[src/rtl/gfx_pkg.sv]
// Shared constants, state type and helpers for the line rasteriser.
// When DRAW_CLIP_EN is defined, endpoints become signed and off-screen pixels are skipped.
package gfx_pkg;

    localparam int SCREEN_W = 320;
    localparam int SCREEN_H = 200;
    localparam int X_W      = 9;
    localparam int Y_W      = 8;
    localparam int ERR_W    = 11;

`ifdef DRAW_CLIP_EN
    localparam int CX_W = X_W + 1;
    localparam int CY_W = Y_W + 1;
`else
    localparam int CX_W = X_W;
    localparam int CY_W = Y_W;
`endif

    localparam logic [ERR_W-1:0] SCREEN_W_C = ERR_W'(SCREEN_W);
    localparam logic [ERR_W-1:0] SCREEN_H_C = ERR_W'(SCREEN_H);

    typedef enum logic [1:0] {
        ST_IDLE,
        ST_SETUP,
        ST_WRITE,
        ST_STEP
    } draw_state_t;

    // Coordinates are carried internally as ERR_W-bit two's complement.
    typedef struct packed {
        logic [ERR_W-1:0] x;
        logic [ERR_W-1:0] y;
    } pixel_xy_t;

    function automatic logic on_screen(input pixel_xy_t p);
        return !p.x[ERR_W-1] && !p.y[ERR_W-1] && (p.x < SCREEN_W_C) && (p.y < SCREEN_H_C);
    endfunction

    function automatic logic [ERR_W-1:0] ext_x(input logic [CX_W-1:0] v);
`ifdef DRAW_CLIP_EN
        return {{(ERR_W-CX_W){v[CX_W-1]}}, v};
`else
        return {{(ERR_W-CX_W){1'b0}}, v};
`endif
    endfunction

    function automatic logic [ERR_W-1:0] ext_y(input logic [CY_W-1:0] v);
`ifdef DRAW_CLIP_EN
        return {{(ERR_W-CY_W){v[CY_W-1]}}, v};
`else
        return {{(ERR_W-CY_W){1'b0}}, v};
`endif
    endfunction

endpackage

[src/rtl/bresenham_step.sv]
// One combinational Bresenham step: both axis decisions use the incoming error term.
module bresenham_step
    import gfx_pkg::*;
(
    input  logic [ERR_W-1:0] acc,
    input  logic [ERR_W-1:0] dx,
    input  logic [ERR_W-1:0] dy,
    input  logic             sx_neg,
    input  logic             sy_neg,
    input  pixel_xy_t        cur,
    output logic [ERR_W-1:0] acc_next,
    output pixel_xy_t        nxt
);

    localparam logic [ERR_W-1:0] ONE = {{(ERR_W-1){1'b0}}, 1'b1};

    logic signed [ERR_W:0] e2;
    logic signed [ERR_W:0] dx_w;
    logic signed [ERR_W:0] dy_w;
    logic                  step_x;
    logic                  step_y;
    logic [ERR_W-1:0]      acc_x;

    always_comb begin
        e2       = signed'({acc, 1'b0});
        dx_w     = signed'({dx[ERR_W-1], dx});
        dy_w     = signed'({dy[ERR_W-1], dy});
        step_x   = (e2 >= dy_w);
        step_y   = (e2 <= dx_w);
        acc_x    = step_x ? acc + dy : acc;
        acc_next = step_y ? acc_x + dx : acc_x;
        nxt      = cur;
        if (step_x) begin
            nxt.x = sx_neg ? cur.x - ONE : cur.x + ONE;
        end
        if (step_y) begin
            nxt.y = sy_neg ? cur.y - ONE : cur.y + ONE;
        end
    end

endmodule

[src/rtl/line_draw_engine.sv]
// Command-driven Bresenham rasteriser issuing one port-B write per line point.
// DRAW_CLIP_EN: accept off-screen endpoints and skip the writes for off-screen points.
module line_draw_engine
    import gfx_pkg::*;
(
    input  logic            clk,
    input  logic            rst_n,
    input  logic            cmd_valid,
    output logic            cmd_ready,
    input  logic [CX_W-1:0] x0,
    input  logic [CX_W-1:0] x1,
    input  logic [CY_W-1:0] y0,
    input  logic [CY_W-1:0] y1,
    input  logic            color,
    output logic [X_W-1:0]  x_b,
    output logic [Y_W-1:0]  y_b,
    output logic            in_b,
    output logic            write_b,
    input  logic            rdy_b,
    output logic            busy,
    output logic            done,
    output logic            err
);

    draw_state_t      state, state_n;
    pixel_xy_t        p0_r, p1_r, cur_r, nxt;
    logic             color_r;
    logic [ERR_W-1:0] dx_r, dy_r, acc_r, acc_next;
    logic             sx_neg_r, sy_neg_r;
    logic [ERR_W-1:0] diff_x, diff_y, dx_s, dy_s;
    logic             cmd_bad, visible, at_end;
    logic             accept, reject, finish;

`ifdef DRAW_CLIP_EN
    assign cmd_bad = 1'b0;
    assign visible = on_screen(cur_r);
`else
    assign cmd_bad = (x0 >= X_W'(SCREEN_W)) || (x1 >= X_W'(SCREEN_W)) ||
                     (y0 >= Y_W'(SCREEN_H)) || (y1 >= Y_W'(SCREEN_H));
    assign visible = 1'b1;
`endif

    assign at_end    = (cur_r == p1_r);
    assign busy      = (state != ST_IDLE);
    assign cmd_ready = !busy;
    assign write_b   = (state == ST_WRITE) && visible;
    assign x_b       = cur_r.x[X_W-1:0];
    assign y_b       = cur_r.y[Y_W-1:0];

    always_comb begin
        diff_x = p1_r.x - p0_r.x;
        diff_y = p1_r.y - p0_r.y;
        dx_s   = diff_x[ERR_W-1] ? -diff_x : diff_x;
        dy_s   = diff_y[ERR_W-1] ? diff_y : -diff_y;
    end

    bresenham_step u_step (
        .acc      (acc_r),
        .dx       (dx_r),
        .dy       (dy_r),
        .sx_neg   (sx_neg_r),
        .sy_neg   (sy_neg_r),
        .cur      (cur_r),
        .acc_next (acc_next),
        .nxt      (nxt)
    );

    always_ff @(posedge clk or negedge rst_n) begin
        if (!rst_n) begin
            state <= ST_IDLE;
        end else begin
            state <= state_n;
        end
    end

    always_comb begin
        state_n = state;
        accept  = 1'b0;
        reject  = 1'b0;
        finish  = 1'b0;
        case (state)
            ST_IDLE: begin
                if (cmd_valid) begin
                    if (cmd_bad) begin
                        reject = 1'b1;
                    end else begin
                        accept  = 1'b1;
                        state_n = ST_SETUP;
                    end
                end
            end
            ST_SETUP: state_n = ST_WRITE;
            ST_WRITE: begin
                // An invisible point counts as acknowledged straight away.
                if (rdy_b || !visible) begin
                    if (at_end) begin
                        finish  = 1'b1;
                        state_n = ST_IDLE;
                    end else begin
                        state_n = ST_STEP;
                    end
                end
            end
            ST_STEP:  state_n = ST_WRITE;
            default:  state_n = ST_IDLE;
        endcase
    end

    always_ff @(posedge clk or negedge rst_n) begin
        if (!rst_n) begin
            p0_r     <= '0;
            p1_r     <= '0;
            cur_r    <= '0;
            color_r  <= 1'b0;
            dx_r     <= '0;
            dy_r     <= '0;
            acc_r    <= '0;
            sx_neg_r <= 1'b0;
            sy_neg_r <= 1'b0;
            in_b     <= 1'b0;
            done     <= 1'b0;
            err      <= 1'b0;
        end else begin
            done <= finish;
            err  <= reject;
            if (accept) begin
                p0_r.x  <= ext_x(x0);
                p0_r.y  <= ext_y(y0);
                p1_r.x  <= ext_x(x1);
                p1_r.y  <= ext_y(y1);
                color_r <= color;
            end
            case (state)
                ST_SETUP: begin
                    dx_r     <= dx_s;
                    dy_r     <= dy_s;
                    acc_r    <= dx_s + dy_s;
                    sx_neg_r <= diff_x[ERR_W-1] || (diff_x == '0);
                    sy_neg_r <= diff_y[ERR_W-1] || (diff_y == '0);
                    cur_r    <= p0_r;
                    in_b     <= color_r;
                end
                ST_STEP: begin
                    acc_r <= acc_next;
                    cur_r <= nxt;
                end
                default: ;
            endcase
        end
    end

endmodule

[config.mk]
export PLATFORM = sky130hd
export DESIGN_NAME = line_draw_engine
export DESIGN_NICKNAME = d
export VERILOG_FILES = /design/src/rtl/gfx_pkg.sv /design/src/rtl/bresenham_step.sv /design/src/rtl/line_draw_engine.sv
export SDC_FILE = /design/constraint.sdc
export NUM_CORES = 1
export LEC_CHECK = 0
export CAP_MARGIN = 20
export CELL_PAD_IN_SITES_DETAIL_PLACEMENT = 1
export CELL_PAD_IN_SITES_GLOBAL_PLACEMENT = 1
export CORE_UTILIZATION = 36
export CTS_BUF_LIST = sky130_fd_sc_hd__clkbuf_16
export DETAILED_ROUTE_END_ITERATION = 10
export PLACE_DENSITY = 0.71
export REMOVE_ABC_BUFFERS = 1
export SYNTH_ARGS = -nofsm -noshare
export SYNTH_HDL_FRONTEND = slang
export SYNTH_SLANG_ARGS = --single-unit
export TNS_END_PERCENT = 100
[constraint.sdc]
create_clock -name clk -period 5.3 [get_ports clk]
set_input_delay 1.06 -clock clk [delete_from_list [all_inputs] [get_ports clk]]
set_output_delay 1.06 -clock clk [all_outputs]
set_load 0.03 [all_outputs]
==> results of run 1 <==
## how the worst min path moves through the flow
| stage | startpoint | to | cells after the start |
|---|---|---|---|
| floorplan | color_r | in_b | 2 |
| global placement | color_r | in_b | 2 |
| detailed placement | color_r | in_b | 2 |
| CTS | color_r | in_b | 2 |
| global route | color_r | in_b | 2 |
| finish | color_r | in_b | 2 |
## report_power, final
group / internal, mW / switching [mW] / total [mW]
sequential: 0.833 / 0.149 / 0.982
clock: 0.361 / 0.308 / 0.669
combinational: 0.630 / 0.834 / 1.46
## area by class of cell
| type | count | area [sq um] | share of cell area |
|---|---|---|---|
| clock inverters | 6 | 60.1 | 0.00651 |
| repair buffers | 72 | 703 | 0.0762 |
| clock buffers | 9 | 225 | 0.0244 |
| well taps | 280 | 350 | 0.0380 |
| flip-flops and latches | 97 | 2430 | 0.263 |
| multi-input cells | 706 | 5210 | 0.564 |
| inverters | 68 | 255 | 0.0277 |
## layout by cell type, fill, tap and decap left out, types with 11 or more instances in the layout
| cell | Yosys | routed |
|---|---|---|
| nor2_1 | 63 | 62 |
| xnor2_1 | 51 | 51 |
| clkdlybuf4s50_1 | 0 | 60 |
| nor2b_1 | 19 | 19 |
| inv_1 | 67 | 67 |
| o21a_1 | 13 | 13 |
| o21ai_0 | 67 | 67 |
| buf_4 | 19 | 11 |
| ha_1 | 90 | 90 |
| mux2_2 | 36 | 36 |
| dfrtp_1 | 97 | 97 |
| a21oi_1 | 56 | 56 |
| nand3_1 | 18 | 18 |
| nand2_1 | 75 | 75 |
| or3_1 | 11 | 11 |
| xor2_1 | 23 | 23 |
| nor3_1 | 25 | 25 |
## registers in the layout (all words and copies together), names as in the netlist
signal    count
p0_r         17
p1_r         17
acc_r        11
dx_r         11
dy_r         11
x_b           9
y_b           8
cur_r         5
state         2
color_r       1
done          1
err           1
in_b          1
sx_neg_r      1
sy_neg_r      1
## logic make-up after synthesis
| logic type | after synthesis |
|---|---|
| and+or+nand+nor | 253 |
| AOI/OAI and AO/OA | 239 |
| buffers and inverters | 113 |
| adders and majority gates | 97 |
| DFF | 97 |
| xor gates and xnor gates | 74 |
| muxes | 43 |
## critical path: cells and delay by family (launching register included)
kind	cells	cell delay (ps)
compound gates	10	2680
fa+ha+maj	3	1090
flops	1	390
simple gates	2	390
xor+xnor	1	160
buf+inv	2	140
## per-layer routing
layer,vias to the layer above,routed length (microns)
met5,-,0
met4,0,468
met3,31,517
met2,96,11100
met1,3373,11100
li1,3337,-
## per-stage QoR
stage	setup WS, ps	std cells	hold WS (ps)	area [sq um]
floorplan	886	871	435	7880
global placement	593	1222	448	8940
detailed placement	305	1222	460	8940
CTS	284	1237	478	9220
global route	27.1	1238	511	9230
finish	341	1238	469	9230
==> impl_results.html, run 1 <==
<table>
<tr><th>Metric</th><th>Value</th></tr>
<tr><th colspan="2">Run status</th></tr>
<tr><td>Run status</td><td>complete, no violations</td></tr>
<tr><th colspan="2">Synthesis</th></tr>
<tr><td>Part of the Yosys area used for sequential elements</td><td>0.298</td></tr>
<tr><td>Largest area contributor in the synthesized netlist</td><td>dfrtp_1</td></tr>
<tr><td>Combined area of all synthesized cells</td><td>0.00814 sq mm</td></tr>
<tr><td>Synth warn</td><td>0</td></tr>
<tr><td>Synthesized-area fraction occupied by ao, oa, aoi and oai cells</td><td>0.195</td></tr>
<tr><td>Synthesized-area fraction occupied by and/or/nand/nor cells</td><td>0.150</td></tr>
<tr><td>Distinct cell type count of the synthesized netlist</td><td>80</td></tr>
<tr><td>Synthesized-area fraction occupied by xor and xnor cells</td><td>0.0797</td></tr>
<tr><td>Top post-synthesis cells by count</td><td>97 x dfrtp_1, 90 x ha_1, 75 x nand2_1</td></tr>
<tr><td>Synth area leaders</td><td>dfrtp_1 30%, ha_1 14%, xnor2_1 5.5%</td></tr>
<tr><td>Top cell type's share of synthesized area</td><td>0.298</td></tr>
<tr><td>Primary FF master, synth</td><td>dfrtp_1</td></tr>
<tr><td>Most common cell in the synthesized netlist</td><td>dfrtp_1</td></tr>
<tr><td>Share of synthesized registers carrying an async set or reset</td><td>1.00</td></tr>
<tr><td>Register bit count reported by yosys</td><td>97</td></tr>
<tr><td>Multiplexer fraction of the synthesized cell area</td><td>0.0584</td></tr>
<tr><td>Count of flip-flops with a built-in enable after synthesis</td><td>0</td></tr>
<tr><td>Post-synthesis cell count</td><td>916</td></tr>
<tr><td>Avg Inst Size Synth</td><td>8.88 sq um</td></tr>
<tr><td>Post-synthesis share of cell area spent on full adders, half adders and majority gates</td><td>0.156</td></tr>
<tr><td>Combinational family with the most area after synthesis</td><td>compound AO/OA/AOI/OAI gates</td></tr>
<tr><th colspan="2">Timing</th></tr>
<tr><td>Slew @ Worst Pin</td><td>860 ps</td></tr>
<tr><td>Final hold vios</td><td>0</td></tr>
<tr><td>Maximum clock frequency</td><td>0.202 GHz</td></tr>
<tr><td>Fin Clk Skew</td><td>7.63 ps</td></tr>
<tr><td>Final count of pins violating max slew</td><td>0</td></tr>
<tr><td>Worst-case headroom to the max-slew limit</td><td>0.426</td></tr>
<tr><td>Setup repair after global routing missed its margin</td><td>no</td></tr>
<tr><td>Endpoints failing setup</td><td>0</td></tr>
<tr><td>Min Clock Period, post-route</td><td>4960 ps</td></tr>
<tr><td>Share of the cycle needed by the critical path after routing</td><td>0.936</td></tr>
<tr><td>Setup TNS</td><td>0 ps</td></tr>
<tr><th colspan="2">Clocking</th></tr>
<tr><td>Clock buffer depth</td><td>2</td></tr>
<tr><td>Clk sinks</td><td>slightly below 100</td></tr>
<tr><td>Clk Latency, worst-skew pair</td><td>between 300 and 400 ps</td></tr>
<tr><td>Clock root buffer master</td><td>clkbuf_16</td></tr>
<tr><td>Post-CTS setup buffer count</td><td>0</td></tr>
<tr><td>Htree depth</td><td>3</td></tr>
<tr><td>Post-cts resize count</td><td>0</td></tr>
<tr><td>CTS Hold Buffers Added</td><td>0</td></tr>
<tr><td>Number of buffers inserted during clock tree synthesis</td><td>9</td></tr>
<tr><td>Post-CTS clock slew at the launch and capture registers of the worst setup and hold paths</td><td>70 ps</td></tr>
<tr><td>CTS tree</td><td>done</td></tr>
<tr><th colspan="2">Final layout</th></tr>
<tr><td>Layout-stage area growth over the synthesis result</td><td>13.4%</td></tr>
<tr><td>Share of the core filled with cells in the final layout</td><td>0.420</td></tr>
<tr><td>Count of fill cells added during filler insertion</td><td>2523</td></tr>
<tr><td>Number of antenna cells inserted</td><td>0</td></tr>
<tr><td>Fraction of layout instances using a drive strength above 1</td><td>0.0877</td></tr>
<tr><td>Final layout net count</td><td>1090</td></tr>
<tr><th colspan="2">Routing</th></tr>
<tr><td>Average wire per standard cell</td><td>between 15 and 20 microns</td></tr>
<tr><td>Count of vias placed by the detailed router</td><td>6837</td></tr>
<tr><td>Drt first-iter violations</td><td>roughly 270</td></tr>
<tr><td>Number of iterations in the first detailed-routing pass</td><td>4</td></tr>
<tr><td>Count of unresolved DRC violations after routing</td><td>0</td></tr>
<tr><td>Overall routed net length</td><td>23200 microns</td></tr>
<tr><td>Routed vias/inst</td><td>roughly 5.5</td></tr>
<tr><td>Antenna-violating nets left</td><td>0</td></tr>
<tr><th colspan="2">Global routing</th></tr>
<tr><td>Wire length of the first global-routing pass</td><td>37900 microns</td></tr>
<tr><td>Global-route total usage across every layer</td><td>0.207</td></tr>
<tr><td>Via count of the first global-routing pass</td><td>7099</td></tr>
<tr><td>Leftover overflow at the end of global routing</td><td>0</td></tr>
<tr><td>Maximum number of pins on one net before global-route repair</td><td>slightly above 40</td></tr>
<tr><td>GRT met3 Usage</td><td>0.0182</td></tr>
<tr><td>GR Layer Usage met2</td><td>0.360</td></tr>
<tr><td>Global routing usage on met1</td><td>0.272</td></tr>
<tr><td>Number of antenna violations at the first check in global routing</td><td>0</td></tr>
<tr><td>Most Crowded Layer GR</td><td>met2</td></tr>
<tr><th colspan="2">Setup path</th></tr>
<tr><td>Worst setup path class</td><td>reg2reg</td></tr>
<tr><td>Required time worst endpoint</td><td>5540 ps</td></tr>
<tr><td>Cell occurring most often along the worst timing path</td><td>o21ai_0</td></tr>
<tr><td>Slowest stage cell, crit path</td><td>o41ai_1</td></tr>
<tr><td>Slack of the worst reg-to-reg path</td><td>340 ps</td></tr>
<tr><td>Reg-to-reg startpoint</td><td>p1_r[0]</td></tr>
<tr><td>CP Cell Sequence</td><td>inv_1, ha_1, inv_1, fa_1, a21oi_1, o211ai_2, or2_1, a221o_1, nand2_1, o21ai_0, fa_1, a21o_1, a21oi_1, o21ai_0, o41ai_1, o21ai_0, xnor2_1, a221o_1</td></tr>
<tr><td>Cell depth of the worst flop-to-flop path</td><td>18</td></tr>
<tr><td>Beginning of the critical path</td><td>p1_r[0]</td></tr>
<tr><td>Data arrival time at the worst-slack endpoint</td><td>5200 ps</td></tr>
<tr><td>Destination of the worst register-to-register timing path</td><td>acc_r[10]</td></tr>
<tr><td>Maximum single-stage delay on the critical path</td><td>510 ps</td></tr>
<tr><td>Type of origin of the critical path</td><td>flip-flop</td></tr>
<tr><td>Critical path capture point type</td><td>flip-flop</td></tr>
<tr><td>Worst-path fanout max</td><td>8</td></tr>
<tr><td>Worst Setup EP</td><td>acc_r[10]</td></tr>
<tr><th colspan="2">Die</th></tr>
<tr><td>Area of the placeable core</td><td>0.0220 sq mm</td></tr>
<tr><td>Die Area</td><td>0.0232 sq mm</td></tr>
<tr><td>Site row count</td><td>54</td></tr>
<tr><td>Starting density of the core</td><td>0.370</td></tr>
<tr><td>Chip height</td><td>152 microns</td></tr>
<tr><td>Die extent in x</td><td>152 microns</td></tr>
<tr><td>Number of top-level pins</td><td>62</td></tr>
<tr><th colspan="2">Pwr</th></tr>
<tr><td>Overall power after layout</td><td>3.12 mW</td></tr>
<tr><td>Worst vdd rail ir drop</td><td>217 uV</td></tr>
<tr><td>Static Leak</td><td>4.04 nW</td></tr>
<tr><td>Power Dens Cells</td><td>338 mW/mm^2</td></tr>
<tr><th colspan="2">Placed design</th></tr>
<tr><td>Placer Congestion</td><td>between 0.8 and 0.9</td></tr>
<tr><td># port buffers</td><td>slightly above 60</td></tr>
<tr><td>DP HPWL</td><td>18200 microns</td></tr>
<tr><th colspan="2">Min path</th></tr>
<tr><td>Hold/Removal Path Class</td><td>reg2reg</td></tr>
<tr><th colspan="2">Flow run</th></tr>
<tr><td>Total of max-cap violations</td><td>0</td></tr>
</table>
Note: power is estimated with default switching activity, not from simulation.
==> run 2, diff against run 1 <==
PLACE_DENSITY = not set   (was 0.71)
PLACE_DENSITY_LB_ADDON = 0.1   (was not set)
==> run 2 against run 1 <==
Compared with the run above:
- sequential share of layout area is 0.075 points higher
- combinational power hardly changed
- power is 1.3% lower
- register-to-register slack better by 140 ps
- global-route usage is 0.92 points higher
- sequential power hardly changed
- critical path depth stayed put
- final cell count hardly changed
- via count is 2.1% lower
- clock skew is 0.71 ps higher
- critical path type unchanged
- largest cell class unchanged
==> impl_results.html, run 2 (synthesized netlist as in run 1, its figures left out) <==
<table>
<tr><th>Metric</th><th>Value</th></tr>
<tr><th colspan="2">Setup path</th></tr>
<tr><td>Gate family responsible for the most delay along the worst path</td><td>compound AO/OA/AOI/OAI gates (unchanged)</td></tr>
<tr><td>Data arrival time at the worst-slack endpoint</td><td>5070 ps (was 5200 ps)</td></tr>
<tr><td>Cell occurring most often along the worst timing path</td><td>o21ai_0 (unchanged)</td></tr>
<tr><td>Worst-path fanout max</td><td>8 (unchanged)</td></tr>
<tr><td>Reg-to-reg startpoint</td><td>p1_r[0] (unchanged)</td></tr>
<tr><td>Cell depth of the worst flop-to-flop path</td><td>18 (unchanged)</td></tr>
<tr><td>Maximum single-stage delay on the critical path</td><td>490 ps (was 510 ps)</td></tr>
<tr><td>Critical path capture point type</td><td>flip-flop (unchanged)</td></tr>
<tr><td>Type of origin of the critical path</td><td>flip-flop (unchanged)</td></tr>
<tr><td>Worst setup path class</td><td>reg2reg (unchanged)</td></tr>
<tr><td>Slowest stage cell, crit path</td><td>fa_1 (was o41ai_1)</td></tr>
<tr><td>Slack of the worst reg-to-reg path</td><td>480 ps (was 340 ps)</td></tr>
<tr><td>Beginning of the critical path</td><td>p1_r[0] (unchanged)</td></tr>
<tr><td>Combined buffer and inverter count along the critical path</td><td>2 (unchanged)</td></tr>
<tr><td>Destination of the worst register-to-register timing path</td><td>acc_r[10] (unchanged)</td></tr>
<tr><td>CP Cell Sequence</td><td>inv_1, ha_1, inv_1, fa_1, a21oi_1, o211ai_2, or2_1, a221o_1, nand2_1, o21ai_0, fa_1, a21o_1, a21oi_1, o21ai_0, o41ai_1, o21ai_0, xnor2_1, a221o_1 (unchanged)</td></tr>
<tr><td>Number of gates on the worst path with buffers counted</td><td>18 (unchanged)</td></tr>
<tr><td>Required time worst endpoint</td><td>5550 ps (was 5540 ps)</td></tr>
<tr><td>Worst Setup EP</td><td>acc_r[10] (unchanged)</td></tr>
<tr><th colspan="2">Die</th></tr>
<tr><td>Die extent in x</td><td>152 microns (unchanged)</td></tr>
<tr><td>Area of the placeable core</td><td>0.0220 sq mm (unchanged)</td></tr>
<tr><td>Number of top-level pins</td><td>62 (unchanged)</td></tr>
<tr><td>Site row count</td><td>54 (unchanged)</td></tr>
<tr><td>Chip height</td><td>152 microns (unchanged)</td></tr>
<tr><td>Starting density of the core</td><td>0.370 (unchanged)</td></tr>
<tr><td>Die Area</td><td>0.0232 sq mm (unchanged)</td></tr>
<tr><th colspan="2">Routing</th></tr>
<tr><td>Antenna-violating nets left</td><td>0 (unchanged)</td></tr>
<tr><td>Routed vias/inst</td><td>5.40 (was 5.52)</td></tr>
<tr><td>Count of unresolved DRC violations after routing</td><td>0 (unchanged)</td></tr>
<tr><td>Count of vias placed by the detailed router</td><td>6696 (was 6837)</td></tr>
<tr><td>Average wire per standard cell</td><td>19.3 microns (was 18.8 microns)</td></tr>
<tr><td>Overall routed net length</td><td>23900 microns (was 23200 microns)</td></tr>
<tr><td>Drt first-iter violations</td><td>232 (was 269)</td></tr>
<tr><td>Number of iterations in the first detailed-routing pass</td><td>4 (unchanged)</td></tr>
<tr><th colspan="2">Pwr</th></tr>
<tr><td>Static Leak</td><td>4.02 nW (was 4.04 nW)</td></tr>
<tr><td>Combinational Power Share</td><td>0.473 (was 0.470)</td></tr>
<tr><td>Proportion of power drawn by flip-flops and latches</td><td>0.318 (was 0.315)</td></tr>
<tr><td>Power Dens Cells</td><td>334 mW/mm^2 (was 338 mW/mm^2)</td></tr>
<tr><td>Switching power as a share of total power</td><td>0.421 (was 0.414)</td></tr>
<tr><td>Clock share of power</td><td>0.209 (was 0.215)</td></tr>
<tr><td>Switching power total</td><td>1.29 mW (about the same)</td></tr>
<tr><td>Internal Power</td><td>1.78 mW (was 1.82 mW)</td></tr>
<tr><td>Worst vdd rail ir drop</td><td>199 uV (was 217 uV)</td></tr>
<tr><th colspan="2">Clocking</th></tr>
<tr><td>Post-cts resize count</td><td>0 (unchanged)</td></tr>
<tr><td>Post-CTS clock slew at the launch and capture registers of the worst setup and hold paths</td><td>80 ps (was 70 ps)</td></tr>
<tr><td>Clk Latency, worst-skew pair</td><td>360 ps (about the same)</td></tr>
<tr><td>CTS tree</td><td>done (unchanged)</td></tr>
<tr><td>Clk sinks</td><td>97 (unchanged)</td></tr>
<tr><td>Post-CTS setup buffer count</td><td>0 (unchanged)</td></tr>
<tr><td>Clock buffer depth</td><td>2 (unchanged)</td></tr>
<tr><td>Htree depth</td><td>3 (unchanged)</td></tr>
<tr><td>CTS Hold Buffers Added</td><td>0 (unchanged)</td></tr>
<tr><td>Number of buffers inserted during clock tree synthesis</td><td>9 (unchanged)</td></tr>
<tr><td>Clock root buffer master</td><td>clkbuf_16 (unchanged)</td></tr>
<tr><th colspan="2">Timing</th></tr>
<tr><td>Maximum clock frequency</td><td>0.207 GHz (was 0.202 GHz)</td></tr>
<tr><td>Endpoints failing setup</td><td>0 (unchanged)</td></tr>
<tr><td>Final hold vios</td><td>0 (unchanged)</td></tr>
<tr><td>Setup repair after global routing missed its margin</td><td>no (unchanged)</td></tr>
<tr><td>Min Clock Period, post-route</td><td>4820 ps (was 4960 ps)</td></tr>
<tr><td>Share of the cycle needed by the critical path after routing</td><td>0.910 (was 0.936)</td></tr>
<tr><td>Fin Clk Skew</td><td>8.35 ps (was 7.63 ps)</td></tr>
<tr><td>Final count of pins violating max slew</td><td>0 (unchanged)</td></tr>
<tr><td>Slew @ Worst Pin</td><td>949 ps (was 860 ps)</td></tr>
<tr><td>Setup ws final</td><td>476 ps (was 341 ps)</td></tr>
<tr><td>Setup TNS</td><td>0 ps (unchanged)</td></tr>
<tr><td>Worst-case headroom to the max-slew limit</td><td>0.367 (was 0.426)</td></tr>
<tr><th colspan="2">Final layout</th></tr>
<tr><td>Layout-stage area growth over the synthesis result</td><td>13.1% (was 13.4%)</td></tr>
<tr><td>Regs by FF count</td><td>p0_r (17), p1_r (17) (unchanged)</td></tr>
<tr><td>Most frequent cells in the layout</td><td>97 x dfrtp_1, 90 x ha_1, 75 x nand2_1, 67 x inv_1, 67 x o21ai_0 (unchanged)</td></tr>
<tr><td>Fraction of layout instances using a drive strength above 1</td><td>0.0886 (was 0.0877)</td></tr>
<tr><td>Number of antenna cells inserted</td><td>0 (unchanged)</td></tr>
<tr><td>Final layout net count</td><td>1090 (unchanged)</td></tr>
<tr><td>Most common library cell in the layout ignoring fill and taps</td><td>dfrtp_1 (unchanged)</td></tr>
<tr><th colspan="2">Flow run</th></tr>
<tr><td>Total of max-cap violations</td><td>0 (unchanged)</td></tr>
<tr><th colspan="2">Placed design</th></tr>
<tr><td>DP HPWL</td><td>18600 microns (was 18200 microns)</td></tr>
<tr><td># port buffers</td><td>61 (unchanged)</td></tr>
<tr><td>Placer Congestion</td><td>0.860 (was 0.887)</td></tr>
<tr><td>Pre-CTS setup slack</td><td>460 ps (was 305 ps)</td></tr>
<tr><th colspan="2">Global routing</th></tr>
<tr><td>Wire length of the first global-routing pass</td><td>39100 microns (was 37900 microns)</td></tr>
<tr><td>Via count of the first global-routing pass</td><td>6937 (was 7099)</td></tr>
<tr><td>Global-route total usage across every layer</td><td>0.217 (was 0.207)</td></tr>
<tr><td>Leftover overflow at the end of global routing</td><td>0 (unchanged)</td></tr>
<tr><td>Number of antenna violations at the first check in global routing</td><td>1 (was 0)</td></tr>
<tr><td>Maximum number of pins on one net before global-route repair</td><td>68 (was 41)</td></tr>
<tr><th colspan="2">Min path</th></tr>
<tr><td>Hold/Removal Path Class</td><td>reg2reg (unchanged)</td></tr>
<tr><th colspan="2">Run status</th></tr>
<tr><td>Run status</td><td>complete, no violations (unchanged)</td></tr>
</table>
[run 2: changes by cell type in the layout (fill, tap and decap cells not counted)]
cell	change
buf_12	-1
buf_4	+1
bufinv_16	-1
clkinvlp_4	+1
inv_6	+1
[run 2: power by group through the flow]
stage	clock network [mW]	registers (mW)	logic (mW)
after floorplan	0	1.05	0.895
after global placement	0	0.995	1.44
after detailed placement	0	0.996	1.46
after CTS	0.660	0.981	1.47
after global routing	0.691	0.998	1.61
final	0.642	0.979	1.45
[run 2: layer usage]
metal / GRT usage / part of all wire
met1: 0.303 / 0.49
met5: 0 / 0.00054
met2: 0.354 / 0.46
met3: 0.0230 / 0.029
met4: 0.0588 / 0.014
[run 2: cell type report]
class,instances,area [sq um]
Multi-Input combinational cell,706,5210
Fill cell,2549,12800
Sequential cell,97,2430
Clock inverter,7,46.3
Tap cell,280,350
Timing Repair Buffer,72,691
Clock buffer,9,225
Inverter,68,255
[run 2: worst min path at each step]
stage / start / to / cells past startpoint
6_report: in_b / in_b / 2
5_1_grt: color_r / in_b / 2
4_1_cts: color_r / in_b / 2
3_5_place_dp: color_r / in_b / 2
3_3_place_gp: color_r / in_b / 2
2_1_floorplan: color_r / in_b / 2
[run 2: stage by stage]
step                hold WS (ps)  instance area [sq um]  std cells  power (mW)   util
floorplan                    435                   7880        871        1.95      -
global placement             456                   8920       1222        2.44  0.406
detailed placement           461                   8920       1222        2.45  0.406
CTS                          481                   9200       1238        3.11  0.419
global route                 526                   9200       1239        3.30  0.419
finish                       480                   9200       1239        3.07  0.419
[run 2: worst min-delay path: stages (launching register included)]
cell	delay [ps]
dfrtp_1	350
nand2_1	50
nand2_1	50
==> run 3, diff against run 2 <==
CORE_UTILIZATION = 40   (was 36)
==> run 3 against run 2 <==
Compared with the run above:
- register-to-register slack about the same
- routed wire length down 1.7%
- power is 1.2% higher
- die area down 9.9%
- flip-flop and latch count did not move
- fmax about the same
- critical endpoint unchanged
- largest cell class unchanged
- highest routed layer is now met4
==> impl_results.html, run 3 (synthesized netlist as in run 1, its figures left out) <==
<table>
<tr><th>Metric</th><th>Value</th></tr>
<tr><th colspan="2">Run status</th></tr>
<tr><td>Run status</td><td>complete, no violations (unchanged)</td></tr>
<tr><th colspan="2">Clocking</th></tr>
<tr><td>Clock buffer depth</td><td>2 (unchanged)</td></tr>
<tr><td>Clk Latency, worst-skew pair</td><td>360 ps (about the same)</td></tr>
<tr><td>Number of buffers inserted during clock tree synthesis</td><td>9 (unchanged)</td></tr>
<tr><td>CTS Hold Buffers Added</td><td>0 (unchanged)</td></tr>
<tr><td>CTS tree</td><td>done (unchanged)</td></tr>
<tr><td>Post-CTS setup buffer count</td><td>0 (unchanged)</td></tr>
<tr><td>Htree depth</td><td>3 (unchanged)</td></tr>
<tr><td>Clock root buffer master</td><td>clkbuf_16 (unchanged)</td></tr>
<tr><td>Clk sinks</td><td>97 (unchanged)</td></tr>
<tr><td>Post-cts resize count</td><td>0 (unchanged)</td></tr>
<tr><td>Post-CTS clock slew at the launch and capture registers of the worst setup and hold paths</td><td>70 ps (was 80 ps)</td></tr>
<tr><th colspan="2">Die</th></tr>
<tr><td>Area of the placeable core</td><td>0.0197 sq mm (was 0.0220 sq mm)</td></tr>
<tr><td>Number of top-level pins</td><td>62 (unchanged)</td></tr>
<tr><td>Die Area</td><td>0.0209 sq mm (was 0.0232 sq mm)</td></tr>
<tr><td>Starting density of the core</td><td>0.413 (was 0.370)</td></tr>
<tr><td>Die extent in x</td><td>145 microns (was 152 microns)</td></tr>
<tr><td>Chip height</td><td>145 microns (was 152 microns)</td></tr>
<tr><td>Site row count</td><td>51 (was 54)</td></tr>
<tr><th colspan="2">Timing</th></tr>
<tr><td>Share of the cycle needed by the critical path after routing</td><td>0.910 (about the same)</td></tr>
<tr><td>Maximum clock frequency</td><td>0.207 GHz (about the same)</td></tr>
<tr><td>Final hold vios</td><td>0 (unchanged)</td></tr>
<tr><td>Setup TNS</td><td>0 ps (unchanged)</td></tr>
<tr><td>Worst hold-check slack</td><td>483 ps (was 480 ps)</td></tr>
<tr><td>Endpoints failing setup</td><td>0 (unchanged)</td></tr>
<tr><td>Slew @ Worst Pin</td><td>947 ps (was 949 ps)</td></tr>
<tr><td>Fin Clk Skew</td><td>11.5 ps (was 8.35 ps)</td></tr>
<tr><td>Setup ws final</td><td>476 ps (about the same)</td></tr>
<tr><td>Final count of pins violating max slew</td><td>0 (unchanged)</td></tr>
<tr><td>Worst-case headroom to the max-slew limit</td><td>0.360 (was 0.367)</td></tr>
<tr><td>Setup repair after global routing missed its margin</td><td>no (unchanged)</td></tr>
<tr><td>Min Clock Period, post-route</td><td>4820 ps (about the same)</td></tr>
<tr><th colspan="2">Routing</th></tr>
<tr><td>Drt first-iter violations</td><td>245 (was 232)</td></tr>
<tr><td>Number of iterations in the first detailed-routing pass</td><td>4 (unchanged)</td></tr>
<tr><td>Count of vias placed by the detailed router</td><td>6771 (was 6696)</td></tr>
<tr><td>Overall routed net length</td><td>23500 microns (was 23900 microns)</td></tr>
<tr><td>Routed vias/inst</td><td>5.54 (was 5.40)</td></tr>
<tr><td>Average wire per standard cell</td><td>19.2 microns (was 19.3 microns)</td></tr>
<tr><td>Antenna-violating nets left</td><td>0 (unchanged)</td></tr>
<tr><td>Count of unresolved DRC violations after routing</td><td>0 (unchanged)</td></tr>
<tr><th colspan="2">Flow run</th></tr>
<tr><td>Total of max-cap violations</td><td>0 (unchanged)</td></tr>
<tr><th colspan="2">Setup path</th></tr>
<tr><td>Data arrival time at the worst-slack endpoint</td><td>5060 ps (was 5070 ps)</td></tr>
<tr><td>Worst-path fanout max</td><td>8 (unchanged)</td></tr>
<tr><td>Worst setup path class</td><td>reg2reg (unchanged)</td></tr>
<tr><td>Slack of the worst reg-to-reg path</td><td>480 ps (about the same)</td></tr>
<tr><td>Critical path capture point type</td><td>flip-flop (unchanged)</td></tr>
<tr><td>Type of origin of the critical path</td><td>flip-flop (unchanged)</td></tr>
<tr><td>Required time worst endpoint</td><td>5540 ps (was 5550 ps)</td></tr>
<tr><th colspan="2">Final layout</th></tr>
<tr><td>Number of antenna cells inserted</td><td>0 (unchanged)</td></tr>
<tr><td>Regs by FF count</td><td>p0_r (17), p1_r (17) (unchanged)</td></tr>
<tr><td>Most frequent cells in the layout</td><td>97 x dfrtp_1, 90 x ha_1, 75 x nand2_1, 67 x inv_1, 67 x o21ai_0 (unchanged)</td></tr>
<tr><td>Share of the core filled with cells in the final layout</td><td>0.466 (was 0.419)</td></tr>
<tr><td>Count of fill cells added during filler insertion</td><td>2314 (was 2549)</td></tr>
<tr><td>Fraction of layout instances using a drive strength above 1</td><td>0.0877 (was 0.0886)</td></tr>
<tr><td>Finished layout cell area</td><td>0.00920 sq mm (about the same)</td></tr>
<tr><td>Number of standard cells in the layout, taps in and fillers out</td><td>1223 (was 1239)</td></tr>
<tr><td>Most common library cell in the layout ignoring fill and taps</td><td>dfrtp_1 (unchanged)</td></tr>
<tr><td>Layout-stage area growth over the synthesis result</td><td>13.1% (about the same)</td></tr>
<tr><td>Final layout net count</td><td>1090 (unchanged)</td></tr>
<tr><th colspan="2">Placed design</th></tr>
<tr><td>Placer Congestion</td><td>0.822 (was 0.860)</td></tr>
<tr><td>Placement-stage cell area</td><td>0.00890 sq mm (was 0.00892 sq mm)</td></tr>
<tr><td>Pre-CTS setup slack</td><td>459 ps (was 460 ps)</td></tr>
<tr><td>Placed instance count</td><td>1207 (was 1222)</td></tr>
<tr><td>DP HPWL</td><td>18200 microns (was 18600 microns)</td></tr>
<tr><td># port buffers</td><td>61 (unchanged)</td></tr>
<tr><th colspan="2">Pwr</th></tr>
<tr><td>Worst vdd rail ir drop</td><td>185 uV (was 199 uV)</td></tr>
<tr><td>Power Dens Cells</td><td>338 mW/mm^2 (was 334 mW/mm^2)</td></tr>
<tr><td>Overall power after layout</td><td>3.11 mW (was 3.07 mW)</td></tr>
<tr><td>Static Leak</td><td>4.03 nW (was 4.02 nW)</td></tr>
<tr><th colspan="2">Global routing</th></tr>
<tr><td>Leftover overflow at the end of global routing</td><td>0 (unchanged)</td></tr>
<tr><td>Wire length of the first global-routing pass</td><td>37700 microns (was 39100 microns)</td></tr>
<tr><td>Via count of the first global-routing pass</td><td>6978 (was 6937)</td></tr>
<tr><td>Maximum number of pins on one net before global-route repair</td><td>67 (was 68)</td></tr>
<tr><td>Number of antenna violations at the first check in global routing</td><td>0 (was 1)</td></tr>
<tr><td>Global-route total usage across every layer</td><td>0.240 (was 0.217)</td></tr>
<tr><th colspan="2">Min path</th></tr>
<tr><td>Hold/Removal Path Class</td><td>reg2reg (unchanged)</td></tr>
</table>
[run 3: cell types whose count changed in the layout (fill, tap and decap cells not counted)]
cell / delta
clkinvlp_4: -1
inv_6: -1
bufinv_16: +1
[run 3: layer usage]
layer / global-route usage / wire (microns) / vias to the layer above
li1: - / - / 3326
met1: 0.326 / 11500 / 3330
met2: 0.403 / 11000 / 95
met3: 0.0248 / 602 / 20
met4: 0.0693 / 421 / 0
met5: 0 / 0 / -
[run 3: path summary, 6_finish.rpt]
check / startpoint / end / cells after the start
min in group asynchronous: rst_n / dy_r[1] / 1
hold reg to reg: color_r / in_b / 2
hold / removal: color_r / in_b / 2
setup / recovery: p1_r[0] / acc_r[10] / 18
setup reg to reg: p1_r[0] / acc_r[10] / 18
max in group asynchronous: rst_n / y_b[5] / 2
[run 3: layout make-up]
type / count / area, sq um / area share
Clock buffer: 9 / 225 / 0.0245
Multi-Input combinational cell: 706 / 5210 / 0.566
Tap cell: 265 / 332 / 0.0360
Clock inverter: 6 / 60.1 / 0.00653
Sequential cell: 97 / 2430 / 0.264
Timing Repair Buffer: 72 / 691 / 0.0751
Inverter: 68 / 255 / 0.0278
[run 3: worst max-delay path, stage by stage (launching register included)]
cell and delay [ps]:
dfrtp_1 380, inv_1 80, ha_1 160, inv_1 60
fa_1 430, a21oi_1 250, o211ai_2 170, or2_1 280
a221o_1 430, nand2_1 110, o21ai_0 210, fa_1 500
a21o_1 170, a21oi_1 200, o21ai_0 150, o41ai_1 450
o21ai_0 200, xnor2_1 170, a221o_1 300
[run 3: power breakdown]
group | total (mW) | internal, mW | switching (mW)
combinational | 1.46 | 0.629 | 0.835
clock | 0.672 | 0.362 | 0.310
sequential | 0.975 | 0.833 | 0.141
